`config.mk`:
```
export PLATFORM = sky130hd
export DESIGN_NAME = conv_kernel_sched
export DESIGN_NICKNAME = d
export VERILOG_FILES = /design/src/rtl/conv_pkg.sv /design/src/rtl/conv_sched_watchdog.sv /design/src/rtl/conv_kernel_sched.sv
export SDC_FILE = /design/constraint.sdc
export NUM_CORES = 1
export LEC_CHECK = 0
export CAP_MARGIN = 30
export CORE_MARGIN = 10
export CORE_UTILIZATION = 40
export CTS_CLUSTER_DIAMETER = 80
export DETAILED_ROUTE_END_ITERATION = 8
export PLACE_DENSITY = 0.84
export REMOVE_ABC_BUFFERS = 1
export SLEW_MARGIN = 20
export SYNTH_ARGS = -nofsm -noshare
export SYNTH_HDL_FRONTEND = slang
export SYNTH_SLANG_ARGS = --single-unit
export TNS_END_PERCENT = 50
```
`constraint.sdc`:
```
create_clock -name clk_en -period 2.2 [get_ports clk_en]
set_input_delay 0.33 -clock clk_en [delete_from_list [all_inputs] [get_ports clk_en]]
set_output_delay 0.33 -clock clk_en [all_outputs]
set_load 0.05 [all_outputs]
```
`src/rtl/conv_pkg.sv`:
```
// Shared definitions for the convolution kernel scheduler: state encoding,
// width helpers and the position of the bias field in a weight-bank word.
package conv_pkg;

  typedef enum logic [2:0] {
    S_IDLE   = 3'd0,
    S_FETCH  = 3'd1,
    S_WAIT_W = 3'd2,
    S_CONV   = 3'd3,
    S_STORE  = 3'd4,
    S_DONE   = 3'd5
  } state_e;

  // Bias sits in the low bits of w_rd_data, weights above it.
  localparam int BIAS_LSB = 0;

  function automatic int weight_w(input int kw, input int kh, input int bw);
    return kw * kh * bw;
  endfunction

  function automatic int result_w(input int expand, input int rw, input int rh, input int bw);
    return 2 * expand * rw * rh * bw;
  endfunction

  function automatic int idx_w(input int n);
    return (n <= 2) ? 1 : $clog2(n);
  endfunction

endpackage

```
`src/rtl/conv_sched_watchdog.sv`:
```
// Cycle counter that flags when the scheduler has sat in one waiting state
// for TIMEOUT_CYC cycles. Only instantiated when CONV_SCHED_TIMEOUT_EN is defined.
module conv_sched_watchdog #(
  parameter int TIMEOUT_CYC = 64
) (
  input  logic clk_i,
  input  logic rst_i,
  input  logic clear_i,
  input  logic run_i,
  output logic expired_o
);

  localparam int CNT_W = $clog2(TIMEOUT_CYC + 1);

  logic [CNT_W-1:0] cnt_q;

  always_ff @(posedge clk_i) begin
    if (rst_i || clear_i) begin
      cnt_q <= '0;
    end else if (run_i) begin
      cnt_q <= cnt_q + 1'b1;
    end
  end

  // cnt_q is 0 in the first cycle of a state, so TIMEOUT_CYC-1 marks the last allowed cycle.
  assign expired_o = run_i && (cnt_q == CNT_W'(TIMEOUT_CYC - 1));

endmodule

```
`src/rtl/conv_kernel_sched.sv`:
```
// Per-kernel sequencer for the conv engine: fetch weights, run the engine, store the result.
// Optional watchdog timeout enabled by defining CONV_SCHED_TIMEOUT_EN.
module conv_kernel_sched
  import conv_pkg::*;
#(
  parameter int NUM_KERNELS = 4,
  parameter int KERNEL_W    = 2,
  parameter int KERNEL_H    = 2,
  parameter int RES_W       = 3,
  parameter int RES_H       = 3,
  parameter int BITWIDTH    = 3,
  parameter int EXPAND      = 1,
  parameter int TIMEOUT_CYC = 64,
  localparam int WEIGHT_W   = weight_w(KERNEL_W, KERNEL_H, BITWIDTH),
  localparam int RESULT_W   = result_w(EXPAND, RES_W, RES_H, BITWIDTH),
  localparam int IDX_W      = idx_w(NUM_KERNELS)
) (
  input  logic                         clk_en,
  input  logic                         rst,
  input  logic                         start,
  input  logic                         abort,
  output logic                         busy,
  output logic                         done,
  output logic                         w_rd_en,
  output logic [IDX_W-1:0]             w_rd_addr,
  input  logic                         w_rd_valid,
  input  logic [WEIGHT_W+BITWIDTH-1:0] w_rd_data,
  output logic                         conv_en,
  output logic [WEIGHT_W-1:0]          weight,
  output logic [BITWIDTH-1:0]          bias,
  input  logic                         conv_fin,
  input  logic [RESULT_W-1:0]          conv_result,
  output logic                         res_wr_en,
  output logic [IDX_W-1:0]             res_wr_addr,
  output logic [RESULT_W-1:0]          res_wr_data,
  output logic                         err,
  output state_e                       dbg_state
);

  state_e              state_q, state_d;
  logic [IDX_W-1:0]    idx_q, idx_d;
  logic                first_q, first_d;
  logic                timeout;
  logic                busy_d, done_d, w_rd_en_d, conv_en_d, res_wr_en_d, err_d;
  logic [WEIGHT_W-1:0] weight_d;
  logic [BITWIDTH-1:0] bias_d;
  logic [RESULT_W-1:0] res_data_d;

  // State register; every output is registered alongside it.
  always_ff @(posedge clk_en) begin
    if (rst) begin
      state_q     <= S_IDLE;
      idx_q       <= '0;
      first_q     <= 1'b0;
      busy        <= 1'b0;
      done        <= 1'b0;
      w_rd_en     <= 1'b0;
      w_rd_addr   <= '0;
      conv_en     <= 1'b0;
      weight      <= '0;
      bias        <= '0;
      res_wr_en   <= 1'b0;
      res_wr_addr <= '0;
      res_wr_data <= '0;
      err         <= 1'b0;
    end else begin
      state_q     <= state_d;
      idx_q       <= idx_d;
      first_q     <= first_d;
      busy        <= busy_d;
      done        <= done_d;
      w_rd_en     <= w_rd_en_d;
      w_rd_addr   <= idx_d;
      conv_en     <= conv_en_d;
      weight      <= weight_d;
      bias        <= bias_d;
      res_wr_en   <= res_wr_en_d;
      res_wr_addr <= idx_d;
      res_wr_data <= res_data_d;
      err         <= err_d;
    end
  end

  // Next-state logic; abort and timeout override every transition.
  always_comb begin
    state_d = state_q;
    idx_d   = idx_q;
    case (state_q)
      S_IDLE: begin
        if (start) begin
          state_d = S_FETCH;
          idx_d   = '0;
        end
      end
      S_FETCH:  state_d = S_WAIT_W;
      S_WAIT_W: if (w_rd_valid) state_d = S_CONV;
      S_CONV:   if (!first_q && conv_fin) state_d = S_STORE;
      S_STORE: begin
        if (idx_q == IDX_W'(NUM_KERNELS - 1)) begin
          state_d = S_DONE;
        end else begin
          state_d = S_FETCH;
          idx_d   = idx_q + 1'b1;
        end
      end
      S_DONE: begin
        state_d = S_IDLE;
        idx_d   = '0;
      end
      default: begin
        state_d = S_IDLE;
        idx_d   = '0;
      end
    endcase
    if (abort || timeout) begin
      state_d = S_IDLE;
      idx_d   = '0;
    end
  end

  // Output logic, decoded from the next state so the registers line up with it.
  always_comb begin
    busy_d      = (state_d != S_IDLE);
    done_d      = (state_d == S_DONE);
    w_rd_en_d   = (state_d == S_FETCH);
    conv_en_d   = (state_d == S_CONV);
    res_wr_en_d = (state_d == S_STORE);
    first_d     = (state_d == S_CONV) && (state_q != S_CONV);
    weight_d    = weight;
    bias_d      = bias;
    res_data_d  = res_wr_data;
    if (state_q == S_WAIT_W && state_d == S_CONV) begin
      weight_d = w_rd_data[WEIGHT_W+BITWIDTH-1:BITWIDTH];
      bias_d   = w_rd_data[BIAS_LSB +: BITWIDTH];
    end
    if (state_q == S_CONV && state_d == S_STORE) begin
      res_data_d = conv_result;
    end
    err_d = err | timeout;
  end

`ifdef CONV_SCHED_TIMEOUT_EN
  logic wd_clear, wd_run;

  assign wd_run   = (state_q == S_WAIT_W) || (state_q == S_CONV);
  assign wd_clear = (state_d != state_q) && ((state_d == S_WAIT_W) || (state_d == S_CONV));

  conv_sched_watchdog #(
    .TIMEOUT_CYC(TIMEOUT_CYC)
  ) u_watchdog (
    .clk_i    (clk_en),
    .rst_i    (rst),
    .clear_i  (wd_clear),
    .run_i    (wd_run),
    .expired_o(timeout)
  );
`else
  // No watchdog: the scheduler waits indefinitely and err stays 0.
  assign timeout = (TIMEOUT_CYC < 0);
`endif

  assign dbg_state = state_q;

endmodule

```
* Word level (Yosys, flattened, before mapping)
Cells that the tools add are included.
Cells by class: add/subtract/negate cells 1, multipliers 0, divide/modulo/power cells 0, order comparisons 0, eq/ne operators 12, shift-type cells 0, multiplexer cells 9, bitwise logic cells 1, reductions and logical operators 10
Operator list (count):
- $mux W3 | 5
- $pmux W3 S5 | 1
- $eq A3 B2 Y1 const B | 3
- $eq A3 B3 Y1 const B | 3
- $eq A3 B1 Y1 const B | 2
- $pmux W2 S3 | 1
- $logic_and A1 B1 Y1 | 4
- $mux W2 | 2
- $ne A2 B2 Y1 const B | 2
- $logic_not A3 Y1 | 1
- $ne A3 B2 Y1 const B | 1
- $reduce_and A3 Y1 | 1
- $reduce_bool A3 Y1 | 1
- $reduce_or A3 Y1 | 1
- $add A2 B1 Y2 const B | 1
- $eq A2 B2 Y1 const B | 1
- $reduce_or A2 Y1 | 1
- $logic_not A1 Y1 | 1
- $not A1 Y1 | 1
Storage, ports and cells: register bits after elaboration 80, latch bits 0, bits in writable memories 0, bits in read-only memories 0, output and inout port bits 82, word-level logic and storage cells 44, memories kept 0

* Logic depth before layout (Yosys ltp)
word-level depth 7, depth in mapped cells 7, mapped depth without buffers 5

* Worst setup path after synthesis
No wires, ideal clock.
kind reg-to-reg, start point reg state_q[1] (netlist: dbg_state[1]), end point reg weight[10], library setup time 0.072 ns, arrival time 2.177 ns, required time 2.128 ns, slack -0.049 ns, cell stages (with the launch flop) 7, buffers on the path 2, cell sequence dfxtp_1 buf_2 nand2b_1 o32a_4 nor4_4 buf_6 mux2i_1
On the way: cells in the longest elaborated chain, start to end 5
Ends and longest elaborated chain:
- start: declaration | line conv_kernel_sched.sv:40 | state_e state_q, state_d;
- start signal: assignment | line conv_kernel_sched.sv:67 | state_q <= state_d;
- $eq A3 B3 Y1 (tied with other cells) | line conv_kernel_sched.sv:88 | case (state_q)
- $pmux W3 S5 | line conv_kernel_sched.sv:88
- $mux W3 | line conv_kernel_sched.sv:115 | if (abort || timeout) begin
- $eq A3 B2 Y1 | line conv_kernel_sched.sv:132 | if (state_q == S_WAIT_W && state_d == S_CONV) begin
- $logic_and A1 B1 Y1 * | line conv_kernel_sched.sv:132
- end signal: assignment | line conv_kernel_sched.sv:75 | weight <= weight_d;
- end: declaration | line conv_kernel_sched.sv:29 | output logic [WEIGHT_W-1:0] weight,
Every way passes the cells marked *; elsewhere a longest branch is shown, timed or not. A chain may end at the register's enable or synchronous reset.

* Worst setup path in the final report
start point reg state_q[1] (netlist: dbg_state[1]), end point out dbg_state[1]
RTL lines:
- end: declaration | line conv_kernel_sched.sv:37 | output state_e dbg_state
No word-level cell between the ends.

==> flow_summary.yaml <==
sta:
  grt_setup_unrepaired: "false"
  fmax_mhz: 480
  tightest_slew_ns: 0.553
  finalSetupViolCount: 0
  worst_clock_skew_ns: 0.0121
  maxSlewHeadroom_pct: 63.0
  finalMaxSlewViolations: 0
  fin_crit_sh_pct: 94.6
  final.min_clock_period_ns: 2.08
  hold_violations: 0
  holdWs_ns: 0.426
yosys:
  yosysSeqAreaShare_pct: 52.4
  syn_area_per_cell_um2: 8.54
  syn_area_um2: 3060
  yosys.cell_types.count: 35
  async_reset_ff_share_pct: 0
  synthCells: 358
  ys_seq_elements: 80
  synth_edf_count: 0
  synth_warnings: 0
  synth_flop_cell: "dfxtp_1"
clock_tree:
  cts.sinks: 80
  clk_pin_slew_worst_paths_ns: 0.09
  root_buffer: "clkbuf_8"
  clock_latency_ns: 0.35
  cts_tree: "built"
  cts_resized: 1
  holdBufCountCts: 0
  post_cts.repair.setup_buffers: 0
  htreeDepth: 3
  cts_buffer_depth: 2
  numCtsBuffers: 9
placement:
  place_hpwl_um: 7220
  dp.cells: 591
  io_buffer_count: 155
  placed_area_um2: 4700
  place.gp.congestion: 0.850
hold_path:
  min_path_type: "in -> reg"
  hp-start: "rst"
setup_path:
  cp_slowest_cell: "clkdlybuf4s50_1"
  crit_type: "reg -> out"
  startpoint: "dbg_state[1]"
  critPathMaxStageDelay_ns: 0.88
  worstSetupStartpointType: "flip-flop"
  path_cells: "clkdlybuf4s50_1"
  worstReg2RegStart: "dbg_state[2]"
  crit_required_ns: 1.87
  cp_max_fo: 11
  crit_path_end_kind: "output pin"
  cp_data_arrival_time_ns: 1.75
  worst-path-buf-inv: 1
  critPathTopFamily: "buffers and inverters"
floorplanning:
  start_util_pct: 41.7
  num_rows: 31
  dieArea_um2: 11500
  io_pins: 157
  die_width_um: 107
  core_um2: 7330
  die_y_um: 107
routing:
  vias_per_cell: 4.79
  dr.pass1.iters: 4
  initialDrtViolationCount: 118
  vias: 2905
  drt-total-wl_um: 9620
  antenna_left: 0
  drt-wirelength-per-cell_um: 15.8
  drcViolationCount: 0
flow_run:
  maxCapViolations: 0
cells_and_area:
  finalNetCount: 579
  final_cells: 607
  fillers: 577
  final_cell_area_um2: 4950
  drive_above_1_share_pct: 5.91
  antenna_cells: 0
  syn_to_final_growth_pct: 61.8
grt:
  grt_usage_pct: 15.8
  grt_start_max_net_pins: 46
  grt_overflow: 0
  grt_pass1_wl_um: 14500
  grt_pass1_vias: 2906
  antenna_found_initial: 0
power:
  power.total_w: 0.00304
  power_per_cell_area_nw_per_um2: 615
  total_leakage_power_nw: 1.68
  vdd_ir_drop_max_mv: 0.414
run_status:
  status: "finished, final reports clean"
==> layout by cell type, fill, tap and decap left out, types with 2 or more instances in the layout <==
cell / netlist / final
buf_12: 0 / 3
bufinv_16: 0 / 3
inv_1: 3 / 3
nand2b_1: 32 / 32
clkdlybuf4s50_1: 0 / 153
buf_4: 3 / 4
clkbuf_8: 0 / 11
a21oi_1: 56 / 56
nor2_1: 6 / 6
o21ai_0: 2 / 2
mux2i_1: 15 / 15
nor3_1: 4 / 4
nand2_1: 110 / 110
dfxtp_1: 80 / 80
==> metal layers <==
metal	GRT usage [%]	vias up	part of all wire (%)
met5	0	-	0
met4	4.77	0	1.3
met3	7.66	11	9.4
met2	29.2	87	52
met1	15.2	1353	37
li1	-	1454	-
==> synth_stat cells, types with 2 or more instances <==
cell / n / area (µm²)
nand2_1: 110 / 413
o21ai_0: 2 / 10.0
mux2i_1: 15 / 150
dfxtp_1: 80 / 1600
nand2b_1: 32 / 200
nor2_1: 6 / 22.5
a21oi_1: 56 / 280
inv_1: 3 / 11.3
buf_4: 3 / 22.5
buf_2: 8 / 40.0
clkbuf_1: 15 / 56.3
buf_6: 2 / 22.5
nor3_1: 4 / 20.0
==> registers in the layout, indices dropped and copies added, names as in the netlist <==
register	count
done	1
conv_en	1
res_wr_en	1
busy	1
weight	12
w_rd_en	1
res_wr_data	54
dbg_state	3
bias	3
first_q	1
idx_q	2
==> area by class of cell <==
class / count / area (µm²) / area share, %
Timing Repair Buffer: 162 / 1640 / 33.0
Sequential cell: 80 / 1600 / 32.4
Multi-Input combinational cell: 247 / 1320 / 26.7
Clock buffer: 11 / 151 / 3.06
Tap cell: 99 / 124 / 2.50
Clock inverter: 5 / 103 / 2.07
Inverter: 3 / 11.3 / 0.228
==> per-stage QoR <==
| stage | util (%) | setup TNS (ns) | worst slack, ns |
|---|---|---|---|
| after floorplan | - | -80.48 | -1.43 |
| after global placement | 64.1 | 0 | 0.143 |
| after detailed placement | 64.1 | 0 | 0.0652 |
| after CTS | 67.5 | 0 | 0.115 |
| after global routing | 67.5 | 0 | 0.0650 |
| final | 67.5 | 0 | 0.118 |
==> kinds of logic (layout without fill, tap and decap cells) <==
family | after synthesis | in the layout | synth area share, %
compound gates | 65 | 65 | 11.9
fa+ha+maj | 1 | 1 | 0.409
buf+inv | 31 | 181 | 4.99
flops | 80 | 80 | 52.4
mux | 15 | 15 | 4.91
other cells | 1 | 1 | 0.123
simple gates | 165 | 165 | 25.3
==> path summary, 6_finish.rpt <==
check	end	slack [ns]	depth (start not counted)
min	res_wr_data[28]	0.43	2
max reg2reg	weight[4]	0.30	5
min reg2reg	res_wr_data[21]	0.46	2
max	dbg_state[1]	0.12	1
==> power by group <==
part	internal, W	leakage [nW]	switching, W	total, W
logic	0.000151	0.910	0.0000907	0.000242
clock network	0.000814	0.126	0.000530	0.00134
registers	0.00145	0.645	0.00000515	0.00146
Note: power is estimated with default switching activity, not from simulation.
